<file path="src/rtl/spell_io_arbiter_pkg.sv">
// Shared definitions for the SPELL IO-port arbiter: register map, state encoding, defaults.
// Imported by the arbiter top and its round-robin picker.
package spell_io_pkg;

    localparam logic [7:0] REG_PIN  = 8'h36;
    localparam logic [7:0] REG_DDR  = 8'h37;
    localparam logic [7:0] REG_PORT = 8'h38;

    localparam logic [7:0] ERR_DATA_DEFAULT = 8'hFF;

    typedef enum logic [1:0] {
        IDLE = 2'd0,
        BUSY = 2'd1,
        GAP  = 2'd2
    } state_t;

endpackage

</file>
<file path="src/rtl/spell_io_arbiter_rr_arb2.sv">
// Combinational two-way round-robin picker; on a tie the requester that did not win last time gets it.
// Kept generic so other shared peripherals can reuse it.
module spell_rr_arb2
    import spell_io_pkg::*;
(
    input  logic [1:0] req_i,
    input  logic [1:0] mask_i,
    input  logic       last_grant_i,
    output logic       valid_o,
    output logic       idx_o
);

    logic [1:0] cand;

    always_comb begin
        cand    = req_i & ~mask_i;
        valid_o = |cand;
        idx_o   = (cand == 2'b11) ? ~last_grant_i : cand[1];
    end

endmodule

</file>
<file path="src/rtl/spell_io_arbiter.sv">
// Arbitrates the single IO-register port between the SPELL core (0) and the debug/loader port (1),
// one transaction at a time, with a forced select-low cycle between transactions.
module spell_io_arbiter
    import spell_io_pkg::*;
#(
    parameter int unsigned TIMEOUT  = 15,   // legal 2..255
    parameter logic [7:0]  ERR_DATA = ERR_DATA_DEFAULT
) (
    input  logic       clk,
    input  logic       rst_n,
    input  logic       req0_i,
    input  logic       req1_i,
    input  logic [7:0] addr0_i,
    input  logic [7:0] addr1_i,
    input  logic [7:0] wdata0_i,
    input  logic [7:0] wdata1_i,
    input  logic       write0_i,
    input  logic       write1_i,
    output logic       ack0_o,
    output logic       ack1_o,
    output logic [7:0] rdata0_o,
    output logic [7:0] rdata1_o,
    output logic       err0_o,
    output logic       err1_o,
    output logic       mem_select_o,
    output logic [7:0] mem_addr_o,
    output logic [7:0] mem_wdata_o,
    output logic       mem_write_o,
    input  logic [7:0] mem_rdata_i,
    input  logic       mem_ready_i,
    output logic       busy_o,
    output logic       grant_o
);

    localparam logic [7:0] CNT_LAST = 8'(TIMEOUT - 1);

    state_t     state_q, state_d;
    logic       last_grant_q, last_grant_d;
    logic       grant_q, grant_d;
    logic [7:0] cnt_q, cnt_d;
    logic [1:0] ack_q, ack_d;
    logic [1:0] err_q, err_d;
    logic [7:0] rdata0_q, rdata0_d;
    logic [7:0] rdata1_q, rdata1_d;
    logic       sel_q, sel_d;
    logic [7:0] maddr_q, maddr_d;
    logic [7:0] mwdata_q, mwdata_d;
    logic       mwrite_q, mwrite_d;
    logic       busy_q, busy_d;

    logic [1:0] arb_mask;
    logic       arb_valid;
    logic       arb_idx;

    // The requester acked in GAP is still holding req this cycle, so keep it out of the pick.
    assign arb_mask = (state_q == GAP) ? (grant_q ? 2'b10 : 2'b01) : 2'b00;

    spell_rr_arb2 u_arb (
        .req_i        ({req1_i, req0_i}),
        .mask_i       (arb_mask),
        .last_grant_i (last_grant_q),
        .valid_o      (arb_valid),
        .idx_o        (arb_idx)
    );

    always_comb begin
        state_d      = state_q;
        last_grant_d = last_grant_q;
        grant_d      = grant_q;
        cnt_d        = cnt_q;
        ack_d        = 2'b00;
        err_d        = 2'b00;
        rdata0_d     = rdata0_q;
        rdata1_d     = rdata1_q;
        sel_d        = sel_q;
        maddr_d      = maddr_q;
        mwdata_d     = mwdata_q;
        mwrite_d     = mwrite_q;

        case (state_q)
            IDLE, GAP: begin
                if (arb_valid) begin
                    grant_d      = arb_idx;
                    last_grant_d = arb_idx;
                    maddr_d      = arb_idx ? addr1_i  : addr0_i;
                    mwdata_d     = arb_idx ? wdata1_i : wdata0_i;
                    mwrite_d     = arb_idx ? write1_i : write0_i;
                    sel_d        = 1'b1;
                    cnt_d        = 8'd0;
                    state_d      = BUSY;
                end else begin
                    sel_d   = 1'b0;
                    state_d = IDLE;
                end
            end
            BUSY: begin
                if (mem_ready_i) begin
                    if (grant_q) rdata1_d = mem_rdata_i;
                    else         rdata0_d = mem_rdata_i;
                    ack_d[grant_q] = 1'b1;
                    sel_d          = 1'b0;
                    state_d        = GAP;
                end else if (cnt_q == CNT_LAST) begin
                    // A timed-out write leaves the requester's last read data untouched.
                    if (!mwrite_q) begin
                        if (grant_q) rdata1_d = ERR_DATA;
                        else         rdata0_d = ERR_DATA;
                    end
                    ack_d[grant_q] = 1'b1;
                    err_d[grant_q] = 1'b1;
                    sel_d          = 1'b0;
                    state_d        = GAP;
                end else begin
                    cnt_d = cnt_q + 8'd1;
                end
            end
            default: begin
                sel_d   = 1'b0;
                state_d = IDLE;
            end
        endcase

        busy_d = (state_d != IDLE);
    end

    always_ff @(posedge clk) begin
        if (!rst_n) begin
            state_q      <= IDLE;
            last_grant_q <= 1'b1;
            grant_q      <= 1'b0;
            cnt_q        <= 8'd0;
            ack_q        <= 2'b00;
            err_q        <= 2'b00;
            rdata0_q     <= 8'd0;
            rdata1_q     <= 8'd0;
            sel_q        <= 1'b0;
            maddr_q      <= 8'd0;
            mwdata_q     <= 8'd0;
            mwrite_q     <= 1'b0;
            busy_q       <= 1'b0;
        end else begin
            state_q      <= state_d;
            last_grant_q <= last_grant_d;
            grant_q      <= grant_d;
            cnt_q        <= cnt_d;
            ack_q        <= ack_d;
            err_q        <= err_d;
            rdata0_q     <= rdata0_d;
            rdata1_q     <= rdata1_d;
            sel_q        <= sel_d;
            maddr_q      <= maddr_d;
            mwdata_q     <= mwdata_d;
            mwrite_q     <= mwrite_d;
            busy_q       <= busy_d;
        end
    end

    assign ack0_o       = ack_q[0];
    assign ack1_o       = ack_q[1];
    assign err0_o       = err_q[0];
    assign err1_o       = err_q[1];
    assign rdata0_o     = rdata0_q;
    assign rdata1_o     = rdata1_q;
    assign mem_select_o = sel_q;
    assign mem_addr_o   = maddr_q;
    assign mem_wdata_o  = mwdata_q;
    assign mem_write_o  = mwrite_q;
    assign busy_o       = busy_q;
    assign grant_o      = grant_q;

endmodule

</file>
<file path="config.mk">
export PLATFORM = sky130hd
export DESIGN_NAME = spell_io_arbiter
export DESIGN_NICKNAME = d
export VERILOG_FILES = /design/src/rtl/spell_io_arbiter_pkg.sv /design/src/rtl/spell_io_arbiter_rr_arb2.sv /design/src/rtl/spell_io_arbiter.sv
export SDC_FILE = /design/constraint.sdc
export NUM_CORES = 1
export LEC_CHECK = 0
export ABC_AREA = 0
export ABC_CLOCK_PERIOD_IN_PS = 1900
export CAP_MARGIN = 20
export CORE_MARGIN = 5
export CORE_UTILIZATION = 25
export CTS_BUF_LIST = sky130_fd_sc_hd__clkbuf_4 sky130_fd_sc_hd__clkbuf_8
export CTS_CLUSTER_SIZE = 30
export DETAILED_ROUTE_END_ITERATION = 12
export GPL_ROUTABILITY_DRIVEN = 0
export MAX_ROUTING_LAYER = met4
export PLACE_DENSITY = 0.57
export SLEW_MARGIN = 15
export SYNTH_ARGS = -nofsm -noshare
export SYNTH_HDL_FRONTEND = slang
export SYNTH_SLANG_ARGS = --single-unit
export TNS_END_PERCENT = 50
</file>
<file path="constraint.sdc">
create_clock -name clk -period 1.9 [get_ports clk]
set_input_delay 0.285 -clock clk [delete_from_list [all_inputs] [get_ports clk]]
set_output_delay 0.285 -clock clk [all_outputs]
set_load 0.05 [all_outputs]
</file>
Word level (Yosys, flattened, before mapping). Index checks and enable logic that the tools add are counted. Widths: inputs -> output; s select.

Multiplexer cells: 32. Eq/ne operators: 9. Reduce and logical (&&, ||, !) cells: 13. $add $sub $neg: 1. Order comparisons: 2. Bitwise operators: 6.

Operators with widths (number): $mux 8 (15); $pmux 8 s2 (1); $mux 2 (6); $reduce_and 4->1 (3); $add 8x1->8 const B (1); $eq 8x4->1 const B (1); $ne 2x2->1 const B (4); $mux 1 (7); $reduce_bool 2->1 (3); $eq 2x2->1 const B (2); $not 1->1 (4); $pmux 2 s2 (1); $reduce_and 2->1 (2); $reduce_or 2->1 (2); $ne 3x3->1 const B (1); $reduce_or 3->1 (1); $and 2x2->2 (1); $eq 2x1->1 const B (1); $logic_not 2->1 (1); $lt 1x2->1 const B (1); $not 2->2 (1); $pmux 1 s2 (1); $demux 1 s1 (1); $ge 1x1->1 const B (1); $logic_and 1x1->1 (1).

Output and inout port bits: 40. Input bits: 47. Register bits after elaboration: 51. Word-level logic and storage cells: 76.

Logic depth before layout (Yosys ltp).
Word-level depth: 8. Mapped depth: 7. Mapped depth without buffers: 6.

By module. From an unflattened synthesis, not the netlist that was laid out.

Cell total of the unflattened synthesis: 238. Area total of the unflattened synthesis: 2215.9 µm².

By module, submodules not included: spell_io_arbiter (sequential area each 1021.0 µm², cells each 233, times used 1, area an instance 2177.1 µm²); spell_rr_arb2 (sequential area each 0.0 µm², cells each 5, times used 1, area an instance 38.8 µm²).

Worst setup path after synthesis. OpenSTA, ideal clock, no wires.

Path kind: reg-to-reg. Start point: register grant_q, in the netlist grant_o. End point: register maddr_q[0], in the netlist mem_addr_o[0]. Library setup time: 122 ps. Buffers on the path: 3. Clock period less this slack: 1837 ps. Required time: 1778 ps. Slack: 63 ps. Arrival: 1715 ps. Cell stages (with the launch flop): 8. Cells stage by stage: dfxtp_1 > buf_2 > nand3b_1 > o211ai_1 > buf_4 > buf_4 > mux2i_1 > a21oi_1.

Cells in the longest elaborated chain, start to end: 7. Elaborated cells between the ends (all ways): 9. Classes of those cells: 1 x eq/ne; 4 x mux; 2 x bitwise; 2 x reduce/logical.

RTL lines: start, declared (RTL line spell_io_arbiter.sv:39) `logic grant_q, grant_d;`; start signal, assigned (RTL line spell_io_arbiter.sv:144) `grant_q <= grant_d;`; $mux 2 * (2 in a row) (RTL line spell_io_arbiter.sv:56) `assign arb_mask = (state_q == GAP) ? (grant_q ? 2'b10 : 2'b01) : 2'b00;`; $not 2->2 * (RTL line spell_io_arbiter_rr_arb2.sv:16) `cand = req_i & ~mask_i;`; $and 2x2->2 * (RTL line spell_io_arbiter_rr_arb2.sv:16); $eq 2x2->1 (RTL line spell_io_arbiter_rr_arb2.sv:18) `idx_o = (cand == 2'b11) ? ~last_grant_i : cand[1];`; $mux 1 (RTL line spell_io_arbiter_rr_arb2.sv:18); $mux 8 (RTL line spell_io_arbiter.sv:85) `maddr_d = arb_idx ? addr1_i : addr0_i;`; end signal, assigned (RTL line spell_io_arbiter.sv:151) `maddr_q <= maddr_d;`; end, declared (RTL line spell_io_arbiter.sv:46) `logic [7:0] maddr_q, maddr_d;`.

Every way passes the cells marked *; elsewhere a longest branch is shown, timed or not. A chain may end at the register's enable or synchronous reset.

Worst setup path after layout.
Start point: register rdata0_q[0], in the netlist rdata0_o[0]. End point: output port rdata0_o[0].

RTL lines: start, declared (RTL line spell_io_arbiter.sv:43) `logic [7:0] rdata0_q, rdata0_d;`; start signal, assigned (RTL line spell_io_arbiter.sv:148) `rdata0_q <= rdata0_d;`; end, declared (RTL line spell_io_arbiter.sv:21) `output logic [7:0] rdata0_o,`.

No word-level cell between the ends.

==> reports/metrics.cfg <==
[outcome]
status=completed

[timing]
final.setup.tns_ns=0
period_needed_ns=1.783
hold_ws_ns=0.4967
maxSlewViolCount=0
rsz0062_at_grt=false
setup_ws_ns=0.1172
setup_viol=0
tightest_slew_ns=0.5257
fmax_mhz=560.9
slew_headroom=0.6484
hold_violations=0
final.period_utilization=0.9383
skew_ns=0.01855

[synthesis]
synth_seq_cells=51
syn_area_um2=2193
ys.flop_type=dfxtp_1
synth-async-reset-ratio=0
synth_edf_count=0
syn-num-nets=264
synth_top_area_frac=0.4655
syn_avg_cell_area_um2=10.20
ys_warn_count=0
synthTopCellsByArea=dfxtp_1 (47%), o221a_1 (8.2%), mux2i_1 (7.8%), a21oi_1 (5.9%), o21ai_1 (2.7%)
ys_seq_area_frac=0.4655
yosys.cell_count.top_type=dfxtp_1
ys_types=44
synth_top_cell_by_area=dfxtp_1
ys_top_cells_by_count=dfxtp_1 (51), a21oi_1 (26), mux2i_1 (17), o221a_1 (16), o21ai_1 (12)
syn_inst=215

[placement]
port_buffers=86
pre_cts_ws_ns=-0.01267
dp_hpwl_mm=4.444
dp_cells=405

[cells_and_area]
layout-drive-gt1-share=0.1169
layout.nets=356
fillers=854
n_antenna_cell=0
stdcell_count=416
syn2layout_area_growth_pct=52.03

[setup_path]
cp_top_family=buffers and inverters
start_kind=flop
crit_end=rdata0_o[0]
critPathBufInv=1
worstPathRequired_ns=1.62
cp.depth=1
r2r_cells=7
rr_endpoint=rdata1_o[7]
crit_chain=clkdlybuf4s50_1
rrSetupSlack_ns=0.15
cp_slowest_cell=clkdlybuf4s50_1
crit_arrival_ns=1.50
cp-end-kind=output pin
rr_startpoint=cnt_q[0]
cp_max_fo=2
critPathLaunch=rdata0_o[0]
path_class=reg -> out
critical_path.max_stage_delay_ns=0.81

[clocking]
clk_latency_ns=0.32
cts_hold_buf=0
numCtsBuffers=5
h-tree-depth=2
cts.clk_slew.worst_paths_ns=0.11
cts_buffer_depth=2
cts.sink_count=51
root_buffer=clkbuf_8
cts_tree=built

[detailed_routing]
dr_total_vias=1983
post-route-drc-count=0
via_per_inst=4.767
post_drt_wl_per_cell_um=14.20
initialDrtViolationCount=85
drtAntennaViolNets=0
wl_mm=5.908
drtPass1Iterations=4

[floorplanning]
core_um2=8636
die_h_um=103.7
rows=34
io_pins=87
die-area_um2=10750
start_util=0.2540
die_x_um=103.7

[hold_path]
hold_path.class=reg -> reg

[global_route]
grt_pass1_wl_mm=10.09
grt_use_total=0.1148
overflow=0
grt_max_degree=33
antenna_found_initial=0
grt_pass1_vias=2103

[power]
powerDensity_nw_per_um2=774.4
ir_drop_uv=349.6
power.leakage_nw=1.256

[flow_run]
cap_violations=0

through the flow:
stage	total power [W]	cell area, µm²	utilization
after floorplan	0.001652	2193	-
after global placement	0.001935	3204	0.3711
after detailed placement	0.001940	3204	0.3711
after CTS	0.002610	3299	0.3821
after global routing	0.002701	3334	0.3861
final	0.002582	3334	0.3861
cells in the final DEF, fill, tap and decap left out, types with 5 or more instances in the layout:
cell             synthesis  final
clkdlybuf4s50_1          0     83
dfxtp_1                 51     51
a21oi_1                 26     26
mux2i_1                 17     17
o221a_1                 16     16
buf_4                    3     16
o21ai_1                 12     12
nor2_1                  10     10
o21ai_0                  9      9
nand2_1                  7      7
nand3_1                  7      7
inv_1                    5      5
clkbuf_8                 0      5
where the power goes:
| part | total (W) | switching, W | internal, W |
|---|---|---|---|
| clock | 0.000665 | 0.000394 | 0.000272 |
| combinational | 0.000732 | 0.000429 | 0.000303 |
| sequential | 0.00118 | 0.0000442 | 0.00114 |
| total | 0.00258 | 0.000867 | 0.00172 |
final cells by class:
class	count	area [µm²]	area share
Multi-Input combinational cell	142	1070	0.3208
Clock inverter	3	26.28	0.007880
Clock buffer	5	68.82	0.02064
Tap cell	108	135.1	0.04053
Timing Repair Buffer	101	991.0	0.2972
Inverter	6	22.52	0.006754
Sequential cell	51	1021	0.3062
metal layers:
metal / GRT usage / part of all wire / up-vias
met1: 0.1357 / 0.46 / 917
met2: 0.1862 / 0.48 / 56
met5: - / 0 / -
met3: 0.03109 / 0.047 / 9
li1: - / - / 1001
met4: 0.04348 / 0.016 / 0
worst min-delay path by stage:
stage               cells after the start         start            to
floorplan                               2  last_grant_q  last_grant_q
global placement                        2  last_grant_q  last_grant_q
detailed placement                      2  last_grant_q  last_grant_q
CTS                                     2  last_grant_q  last_grant_q
global route                            2  last_grant_q  last_grant_q
finish                                  2  last_grant_q  last_grant_q
registers in the layout, indices dropped and copies added (netlist names), 2 cells and up:
signal,count
cnt_q,8
rdata1_o,8
state_q,2
mem_addr_o,8
mem_wdata_o,8
err_q,2
ack_q,2
rdata0_o,8
cell families after synthesis:
logic type	synth area share
compound gates	0.2538
fa+ha+maj	0.01141
mux	0.07758
simple gates	0.1369
flops	0.4655
buf+inv	0.05476
what timing repair did:
| item | in CTS | in global routing |
|---|---|---|
| resized for setup | 0 | 0 |
| endpoints found under the setup margin | 0 | 13 |
| setup buffers | 0 | 3 |
No activity file was read; power rests on OpenSTA's default activity.
